File: config.mk
export PLATFORM = sky130hd
export DESIGN_NAME = conv_line_buf_ctrl
export DESIGN_NICKNAME = d
export VERILOG_FILES = /design/src/rtl/conv_line_buf_ctrl.sv
export SDC_FILE = /design/constraint.sdc
export NUM_CORES = 1
export LEC_CHECK = 0
export ABC_AREA = 1
export BUFFER_PORTS_ARGS = -buffer_cell sky130_fd_sc_hd__buf_2
export CAP_MARGIN = 20
export CELL_PAD_IN_SITES_DETAIL_PLACEMENT = 0
export CELL_PAD_IN_SITES_GLOBAL_PLACEMENT = 1
export CORE_MARGIN = 2
export CORE_UTILIZATION = 37
export DETAILED_ROUTE_END_ITERATION = 16
export PLACE_DENSITY_LB_ADDON = 0.1
export SYNTH_ARGS = -nofsm -noshare
export SYNTH_HDL_FRONTEND = slang
export SYNTH_SLANG_ARGS = --single-unit
export TNS_END_PERCENT = 5
File: constraint.sdc
create_clock -name clk -period 1.69 [get_ports clk]
set_clock_uncertainty 0.1 [all_clocks]
set_input_delay 0.338 -clock clk [delete_from_list [all_inputs] [get_ports clk]]
set_output_delay 0.338 -clock clk [all_outputs]
set_load 0.01 [all_outputs]
File: src/rtl/conv_line_buf_ctrl.sv
// Line-buffer sequencer for a KSIZE x KSIZE convolution window: drives the
// enables of KSIZE-1 cascaded row FIFOs, flags valid window columns, drains at end of frame.
module conv_line_buf_ctrl #(
  parameter int IMG_W = 60,
  parameter int IMG_H = 60,
  parameter int KSIZE = 3,
  parameter int CW    = 8
) (
  input  logic             clk,
  input  logic             rst,
  input  logic             start,
  input  logic             stall,
  input  logic             pix_valid,
  output logic             pix_ready,
  output logic [KSIZE-2:0] fifo_wr_en,
  output logic [KSIZE-2:0] fifo_rd_en,
  input  logic [KSIZE-2:0] fifo_empty,
  input  logic [KSIZE-2:0] fifo_full,
  output logic             win_valid,
  output logic             win_last,
  output logic [CW-1:0]    row,
  output logic [CW-1:0]    col,
  output logic             busy,
  output logic             done,
  output logic             err
);

  localparam int NF = KSIZE - 1;

  typedef enum logic [2:0] {IDLE, PRIME, STREAM, FLUSH, DONE} state_t;

  state_t          state;
  logic [CW-1:0]   fcnt;
  logic [NF-1:0]   wr_dly;
  logic [NF-1:0]   rd_vec;
  logic            accept;
  logic            col_last;
  logic            row_last;
  logic            err_now;

  assign busy      = (state != IDLE);
  assign pix_ready = ((state == PRIME) || (state == STREAM)) && !stall;
  assign accept    = pix_valid && pix_ready;
  assign col_last  = (col == CW'(IMG_W - 1));
  assign row_last  = (row == CW'(IMG_H - 1));

  // FIFO k only holds a full row once row k+1 is reached.
  always_comb begin
    rd_vec = '0;
    for (int unsigned k = 0; k < NF; k++)
      rd_vec[k] = accept && (row >= CW'(k + 1));
  end

  assign fifo_rd_en = (state == FLUSH) ? '1 : rd_vec;
  // wr_dly[0] stays zero; bit 0 is fed straight from the pixel stream.
  assign fifo_wr_en = wr_dly | NF'(accept);

  assign err_now = (|(fifo_wr_en & fifo_full))
                || ((state != FLUSH) && (|(fifo_rd_en & fifo_empty)))
                || ((state == DONE) && !(&fifo_empty));

  always_ff @(posedge clk or posedge rst) begin
    if (rst) begin
      state     <= IDLE;
      row       <= '0;
      col       <= '0;
      fcnt      <= '0;
      wr_dly    <= '0;
      win_valid <= 1'b0;
      win_last  <= 1'b0;
      done      <= 1'b0;
      err       <= 1'b0;
    end else if (!stall) begin
      // Downstream FIFO write trails the upstream read by the 1-cycle data_out latency.
      wr_dly <= '0;
      for (int unsigned k = 1; k < NF; k++)
        wr_dly[k] <= rd_vec[k-1];
      win_valid <= accept && (row >= CW'(NF)) && (col >= CW'(KSIZE - 1));
      win_last  <= accept && row_last && col_last;
      done      <= 1'b0;
      err       <= err || err_now;
      if (accept) begin
        if (col_last) begin
          col <= '0;
          row <= row + CW'(1);
        end else begin
          col <= col + CW'(1);
        end
      end
      case (state)
        IDLE:   if (start) state <= PRIME;
        PRIME:  if (accept && col_last && (row == CW'(NF - 1))) state <= STREAM;
        STREAM: if (accept && col_last && row_last) begin
                  state <= FLUSH;
                  fcnt  <= '0;
                end
        FLUSH:  if (fcnt == CW'(IMG_W - 1)) begin
                  state <= DONE;
                  done  <= 1'b1;
                end else begin
                  fcnt <= fcnt + CW'(1);
                end
        DONE:   begin
                  state <= IDLE;
                  row   <= '0;
                  col   <= '0;
                end
        default: state <= IDLE;
      endcase
    end
  end

endmodule

==> results.yml, run 1 <==
run_status:
  outcome: "finished, violations left"
  violations: "setup timing"
power_and_ir_drop:
  p_sw_mw: 1.66
  switching_share_pct: 41.9
  peakVddDrop_mv: 0.722
  pwr-share-clk_pct: 14.2
  p_seq_share_pct: 28.9
  pwr-share-comb_pct: 56.9
  p_leak_nw: 1.45
  power_density_nw_per_um2: 1370
  intPower_mw: 2.30
clock_tree:
  cts.hold.buffers_added: 0
  clk_pin_slew_ps: 70
  cts_root_buf: "clkbuf_8"
  cts.path.max_buffers: 2
  insertion_delay_ps: 290
  cts_inserted_buffers: 5
  htree_levels: 2
  cts_sinks: 32
  tritoncts: "done"
synth:
  ys_warn_count: 0
  async_reset_ff_share_pct: 100
  syn-num-nets: 278
  yosysMostFrequentCell: "nand2_1"
  synth_ff_type: "dfrtp_1"
  synth_top_cells_by_count: "nand2_1, dfrtp_1, inv_1"
  synthesis.area_sq_um: 2000
  synth_seq_cells: 32
  yosysTopAreaCell: "dfrtp_1"
  netlist_top_cells_area: "dfrtp_1, nand2_1, inv_1"
  syn_area_per_cell_sq_um: 7.65
  ys_seq_area_share_pct: 40.0
  synth_edf_count: 0
  synthCells: 262
  synth_cell_types: 34
  synth_top_area_share_pct: 40.0
worst_setup_path:
  worstSetupEndpointType: "primary output"
  crit_arrival_ps: 1530
  critical_path_class: "flop to primary output"
  worstReg2RegEnd: "col[4]"
  reg2reg_slack_ps: -210
  cp_num_buf_inv: 3
  crit_fanout: 4
  cp_cell_sequence: "inv_2 -> ha_4 -> nand2_4 -> nor3_4 -> nor2_4 -> inv_2 -> nand2_2 -> buf_6"
  start_kind: "flop"
  path_delay_family: "flip-flops"
  crit_required_ps: 1250
  critical-path-max-stage-delay_ps: 450
  reg2regPathDepth: 11
  cpMaxStageDelayCell: "dfrtp_2"
  critical_path.most_common_cell: "inv_2"
  regToRegStartpoint: "state[2]"
sta:
  setup_violations: 21
  maxSlewHeadroom_pct: 71.4
  hold_viol_final: 0
  whs_ps: 38.3
  slew_viol_final: 0
  rsz0062_at_grt: "yes"
  fin_ws_ps: -276
  worst_pin_slew_ps: 429
  fmax_mhz: 509
  fin_crit_ps: 1970
  finalCritPeriodShare_pct: 116
route:
  ant_nets: 0
  post_drt_wl_per_cell_microns: 11.8
  post-route-drc-count: 0
  via_per_inst: 4.51
  routed_wl_mm: 5.00
  via_count: 1904
  dr.first_iter.drc_count: 64
  dr.pass1.iters: 4
run:
  cap_viol_max_count: 0
floorplanning:
  die_y_microns: 77.6
  die_area_sq_um: 6020
  io_pins: 35
  die_w_microns: 77.6
  rows: 26
  fp.coreArea_sq_um: 5170
  initial_core_util_pct: 38.7
place:
  gp_congestion: 0.795
  port_buffers: 34
  placedInstanceArea_sq_um: 2550
  dp_hpwl_mm: 3.73
grt:
  grtUsageMet1_pct: 26.7
  grt_use_met3_pct: 4.19
  first_global_vias: 1948
  grt_max_degree: 33
  grt_pass1_wl_mm: 8.96
  grt_busiest_layer: "met2"
  antenna_found_initial: 0
  grt_util_met2_pct: 28.3
  grt_overflow: 0
  grt_use_total_pct: 18.7
final_layout:
  fillers: 492
  final_util_pct: 55.9
  drive_gt1_share_pct: 44.3
  fin_area_sq_um: 2890
  syn2layout_area_growth_pct: 44.4
  num_antenna_cells: 0
  fin_nets: 368
min_path:
  hold_path.class: "input pin to async pin"
==> state kept, by name (all words and copies together) (netlist names) <==
signal / flops
row: 8
err: 1
done: 1
win_last: 1
state: 3
win_valid: 1
wr_dly: 1
fcnt: 8
col: 8
==> power groups by stage <==
stage,Sequential [mW],Combinational (mW),Clock (mW)
2_1_floorplan,1.25,0.922,0
3_3_place_gp,1.15,1.84,0
3_5_place_dp,1.15,1.86,0
4_1_cts,1.14,2.02,0.590
5_1_grt,1.18,2.51,0.628
6_report,1.15,2.26,0.565
==> how the worst max path moves through the flow <==
stage          cells past startpoint      from            end
2_1_floorplan                     11    col[0]        fcnt[0]
3_3_place_gp                       8    row[1]  fifo_rd_en[0]
3_5_place_dp                      11  state[0]        fcnt[7]
4_1_cts                            9    row[0]  fifo_rd_en[1]
5_1_grt                            8    row[1]  fifo_rd_en[0]
6_report                           8    row[1]  fifo_rd_en[0]
==> placed cells by master (no fill, tap or decap), drive strengths merged, types with 9 or more instances in the layout <==
cell	netlist	layout
buf	5	90
o21ai	15	15
inv	33	32
nand3	16	16
nor3	10	10
nand4	9	9
nor2	28	28
nand2	79	79
dfrtp	32	32
==> worst register-to-register path: cells and delay by family (launching register included) <==
family | cells | cell delay [ps]
AND/OR/NAND/NOR | 6 | 790
buffers and inverters | 5 | 510
flip-flops | 1 | 430
==> final cells by class <==
class	instances	area (sq um)	area share, %
multi-input combinational	190	1190	41.1
sequential	32	806	27.9
timing repair buffer	90	604	20.9
inverter	33	129	4.46
tap	70	87.6	3.03
clock buffer	6	72.6	2.51
clock inverter	1	5.00	0.173
==> metal layers <==
layer  wire length [microns]  part of all wire (%)
met1                    2590                    52
met2                    2200                    44
met5                       0                     0
met4                      62                   1.2
met3                     155                   3.1
==> through the flow <==
stage | std cells | worst slack [ps] | total power, mW | TNS (ps)
after global routing | 422 | -348 | 4.32 | -6500
after global placement | 403 | -53.0 | 3.00 | -107
after floorplan | 262 | 1.05 | 2.17 | 0
final | 422 | -276 | 3.97 | -2710
after CTS | 415 | -263 | 3.75 | -1170
after detailed placement | 403 | -38.8 | 3.01 | -281
==> logic make-up after synthesis <==
logic type                 share of synthesized area, %
DFF                                                40.0
and+or+nand+nor                                    35.3
adders and majority gates                          4.37
xor gates and xnor gates                           3.50
buffers and inverters                              8.62
AOI/OAI and AO/OA                                  8.24
==> what timing repair did <==
item,4_1_cts,5_1_grt
gates resized for setup,24,29
buffers inserted,5,7
pin swaps,7,16
endpoints found under the setup margin,18,32
Note: power is estimated with default switching activity, not from simulation.
==> run 2, diff against run 1 <==
Settings changed: CORE_MARGIN 2 to default, SKIP_CTS_REPAIR_TIMING from default to 1.
==> run 2 against run 1 <==
The run still ends with setup timing left. Via count increased by 0.63%. Non-clock buffer count is 6 lower. Final cell count decreased by 1.2%. Die area down 5.1%. Utilization decreased by 2.1 points. Clock power increased by 28%. Final area decreased by 3.8%. Sequential power about the same. Combinational power is 12% lower. Critical path depth rose by 1. Wire length shrank 4.6%. Flip-flop and latch count did not move. Critical path type unchanged. Highest routed layer unchanged.
==> results.yml, run 2 (synthesized netlist as in run 1, its figures left out) <==
final_layout:
  num_antenna_cells: 0
  final_common_cell: "nand2_1"
  fin_nets: 362
  drive_gt1_share_pct: 39.8
  multi_input_area_sq_um: 1110
  fin_area_sq_um: 2780
  reg_top3: "col (8), fcnt (8), row (8)"
  syn2layout_area_growth_pct: 39.0
  fillers: 510
  mostFrequentLayoutCells: "nand2_1, buf_4, buf_2"
  fin_cells: 417
  seq_area_sq_um: 806
floorplanning:
  rows: 26
  fp.coreArea_sq_um: 5170
  die_w_microns: 75.6
  die_y_microns: 75.6
  die_area_sq_um: 5710
  initial_core_util_pct: 38.7
  io_pins: 35
worst_setup_path:
  start_kind: "flop"
  crit_fanout: 4
  critical_path_class: "flop to primary output"
  crit_required_ps: 1250
  crit_arrival_ps: 1500
  worstSetupEndpointType: "primary output"
  reg2regPathDepth: 12
sta:
  slew_viol_final: 0
  fin_ws_ps: -247
  finalSetupTns_ps: -1750
  hold_viol_final: 0
  fin_crit_ps: 1940
  finalCritPeriodShare_pct: 115
  setup_violations: 15
  maxSlewHeadroom_pct: 71.4
  rsz0062_at_grt: "yes"
  fmax_mhz: 516
  whs_ps: 37.3
  worst_pin_slew_ps: 429
place:
  place_inst: 404
  post-place-ws_ps: -47.8
  placedInstanceArea_sq_um: 2560
  port_buffers: 34
  gp_congestion: 0.784
  dp_hpwl_mm: 3.66
grt:
  grt_use_total_pct: 17.9
  grt_pass1_wl_mm: 7.56
  grt_overflow: 0
  first_global_vias: 1695
  grt_max_degree: 33
  antenna_found_initial: 0
route:
  via_count: 1916
  post-route-drc-count: 0
  post_drt_wl_per_cell_microns: 11.4
  ant_nets: 0
  routed_wl_mm: 4.77
  via_per_inst: 4.59
  dr.first_iter.drc_count: 71
  dr.pass1.iters: 4
clock_tree:
  cts_sinks: 32
  htree_levels: 2
  cts_inserted_buffers: 5
  clk_pin_slew_ps: 70
  cts.path.max_buffers: 2
  cts_root_buf: "clkbuf_8"
  tritoncts: "done"
  insertion_delay_ps: 290
run:
  cap_viol_max_count: 0
power_and_ir_drop:
  p_leak_nw: 1.42
  power_density_nw_per_um2: 1380
  peakVddDrop_mv: 0.711
min_path:
  hold_path.class: "input pin to async pin"
run_status:
  violations: "setup timing"
  outcome: "finished, violations left"
run 2: worst max-delay path: stages, from the launching register on:
cell and delay [ps]:
dfrtp_1 410, inv_2 60, ha_2 170, nor2_1 80, nand2_1 90, nor2_4 110, nor2_4 40, inv_2 50
nand2_1 50, buf_2 140
run 2: worst paths after layout:
| check | startpoint | endpoint | slack (ps) |
|---|---|---|---|
| max | row[0] | fifo_rd_en[1] | -250 |
| min | rst | fcnt[6] | 40 |
| max reg2reg | state[2] | fcnt[3] | -100 |
| min reg2reg | err | err | 360 |
| max in group asynchronous | rst | state[0] | 1120 |
| min in group clk | stall | done | 310 |
run 2: cell type report:
type / instances / area share (%)
multi-input combinational: 190 / 40.0
sequential: 32 / 28.9
timing repair buffer: 84 / 19.6
inverter: 33 / 4.45
tap: 70 / 3.15
clock buffer: 6 / 2.61
clock inverter: 2 / 1.26
run 2: stage by stage:
step                utilization, %  power, mW
floorplan                        -       2.17
global placement              49.5       2.96
detailed placement            49.5       2.96
CTS                           51.5       3.71
global route                  53.8       4.16
finish                        53.8       3.85
run 2: layer usage:
metal  vias up  GRT usage [%]  wire length [microns]
met1       867           25.8                   2450
met5         -              0                      0
met4         0           5.56                     61
met2        34           26.9                   2090
met3         7           3.97                    170
li1       1008              -                      -
run 2: power breakdown:
part,internal [mW],switching [mW]
clock network,0.437,0.287
logic,0.895,1.08
registers,0.967,0.178
==> run 3, diff against run 2 <==
Settings changed: CORE_ASPECT_RATIO from default to 0.6.
==> run 3 against run 2 <==
The flow still finishes with violations (setup timing). Utilization up 2.7 points. Critical path depth down 1. Fmax is 0.54% lower. First-iteration DRC count down 1.4%. Die area is 0.17% higher. Flip-flop and latch count did not move. Count of clock-buffer cells in the layout stayed put. Combinational power up 11%. Global-route usage up 0.79 points. Largest cell class unchanged.
==> results.yml, run 3 (synthesized netlist as in run 1, its figures left out) <==
floorplanning:
  rows: 20
  initial_core_util_pct: 39.0
  fp.coreArea_sq_um: 5130
  die_area_sq_um: 5720
  die_y_microns: 59.0
  die_w_microns: 97.0
  io_pins: 35
worst_setup_path:
  crit_fanout: 5
  start_kind: "flop"
  crit_required_ps: 1250
  critical_path_class: "flop to primary output"
  crit_arrival_ps: 1510
  worstSetupEndpointType: "primary output"
grt:
  grt_pass1_wl_mm: 8.32
  grt_busiest_layer: "met1"
  grt_overflow: 0
  antenna_found_initial: 0
  grt_util_met2_pct: 25.2
  grtUsageMet1_pct: 29.5
  grt_max_degree: 33
  grt_use_met3_pct: 4.48
  grt_use_total_pct: 18.7
  first_global_vias: 1698
clock_tree:
  clk_pin_slew_ps: 70
  cts_root_buf: "clkbuf_8"
  cts.path.max_buffers: 2
  cts_inserted_buffers: 5
  insertion_delay_ps: 290
  tritoncts: "done"
  htree_levels: 2
  cts_sinks: 32
run_status:
  outcome: "finished, violations left"
  violations: "setup timing"
sta:
  slew_viol_final: 0
  fin_crit_ps: 1950
  hold_viol_final: 0
  maxSlewHeadroom_pct: 71.5
  rsz0062_at_grt: "yes"
  setup_violations: 18
  worst_pin_slew_ps: 428
  fmax_mhz: 513
  finalSetupTns_ps: -2060
  finalCritPeriodShare_pct: 115
  fin_ws_ps: -258
final_layout:
  fin_area_sq_um: 2900
  drive_gt1_share_pct: 42.1
  fillers: 495
  final_common_cell: "nand2_1"
  syn2layout_area_growth_pct: 44.8
  reg_top3: "col (8), fcnt (8), row (8)"
  mostFrequentLayoutCells: "nand2_1, buf_4, buf_2"
  num_antenna_cells: 0
  final_util_pct: 56.6
  fin_nets: 371
route:
  routed_wl_mm: 5.12
  dr.first_iter.drc_count: 70
  post_drt_wl_per_cell_microns: 12.1
  post-route-drc-count: 0
  via_count: 1956
  ant_nets: 0
  dr.pass1.iters: 5
  via_per_inst: 4.64
run:
  cap_viol_max_count: 0
min_path:
  hold_path.class: "input pin to async pin"
place:
  placedInstanceArea_sq_um: 2610
  port_buffers: 34
  dp_hpwl_mm: 3.88
  gp_congestion: 0.845
power_and_ir_drop:
  power_density_nw_per_um2: 1410
  peakVddDrop_mv: 0.849
  p_leak_nw: 1.48
run 3: power by group:
group          internal [mW]  switching, mW
registers              0.969          0.188
logic                   1.03           1.17
clock network          0.438          0.301
total                   2.43           1.66
run 3: per-stage QoR:
| stage | std cells | power [mW] | setup WS (ps) | hold WS (ps) |
|---|---|---|---|---|
| finish | 422 | 4.09 | -258 | 33.8 |
| CTS | 415 | 3.83 | -381 | 45.3 |
| global route | 422 | 4.42 | -337 | 74.1 |
| floorplan | 262 | 2.17 | 1.05 | 354 |
| global placement | 407 | 3.07 | -59.0 | 347 |
| detailed placement | 407 | 3.08 | -57.7 | 351 |
run 3: layout make-up:
cell class / instances / area (sq um) / area share (%)
Multi-Input combinational cell: 190 / 1150 / 39.5
Sequential cell: 32 / 807 / 27.8
Clock buffer: 6 / 72.6 / 2.50
Timing Repair Buffer: 93 / 623 / 21.5
Clock inverter: 2 / 35.0 / 1.21
Tap cell: 66 / 82.6 / 2.85
Inverter: 33 / 134 / 4.61
run 3: worst paths after layout:
path                           from       endpoint  slack, ps  cells after the start
max                          row[1]  fifo_rd_en[0]       -260                      8
min                             rst         col[4]         30                      3
max reg2reg                state[0]        fcnt[2]       -110                     11
min reg2reg                     err            err        360                      2
max in group asynchronous       rst         row[0]       1120                      3
min in group clk              stall       win_last        230                      3
run 3: worst max-delay path: stages (launching register included):
cell     delay (ps)
dfrtp_2         450
inv_4            90
ha_4            130
nand2_2          60
nor3_4          210
nor2_4           70
inv_2            50
nand2_1          40
buf_2           130
run 3: layer usage:
layer / part of all wire, % / vias to the layer above
met5: 0 / -
met4: 0.76 / 0
met3: 4.0 / 5
met2: 38 / 35
met1: 57 / 887
li1: - / 1029
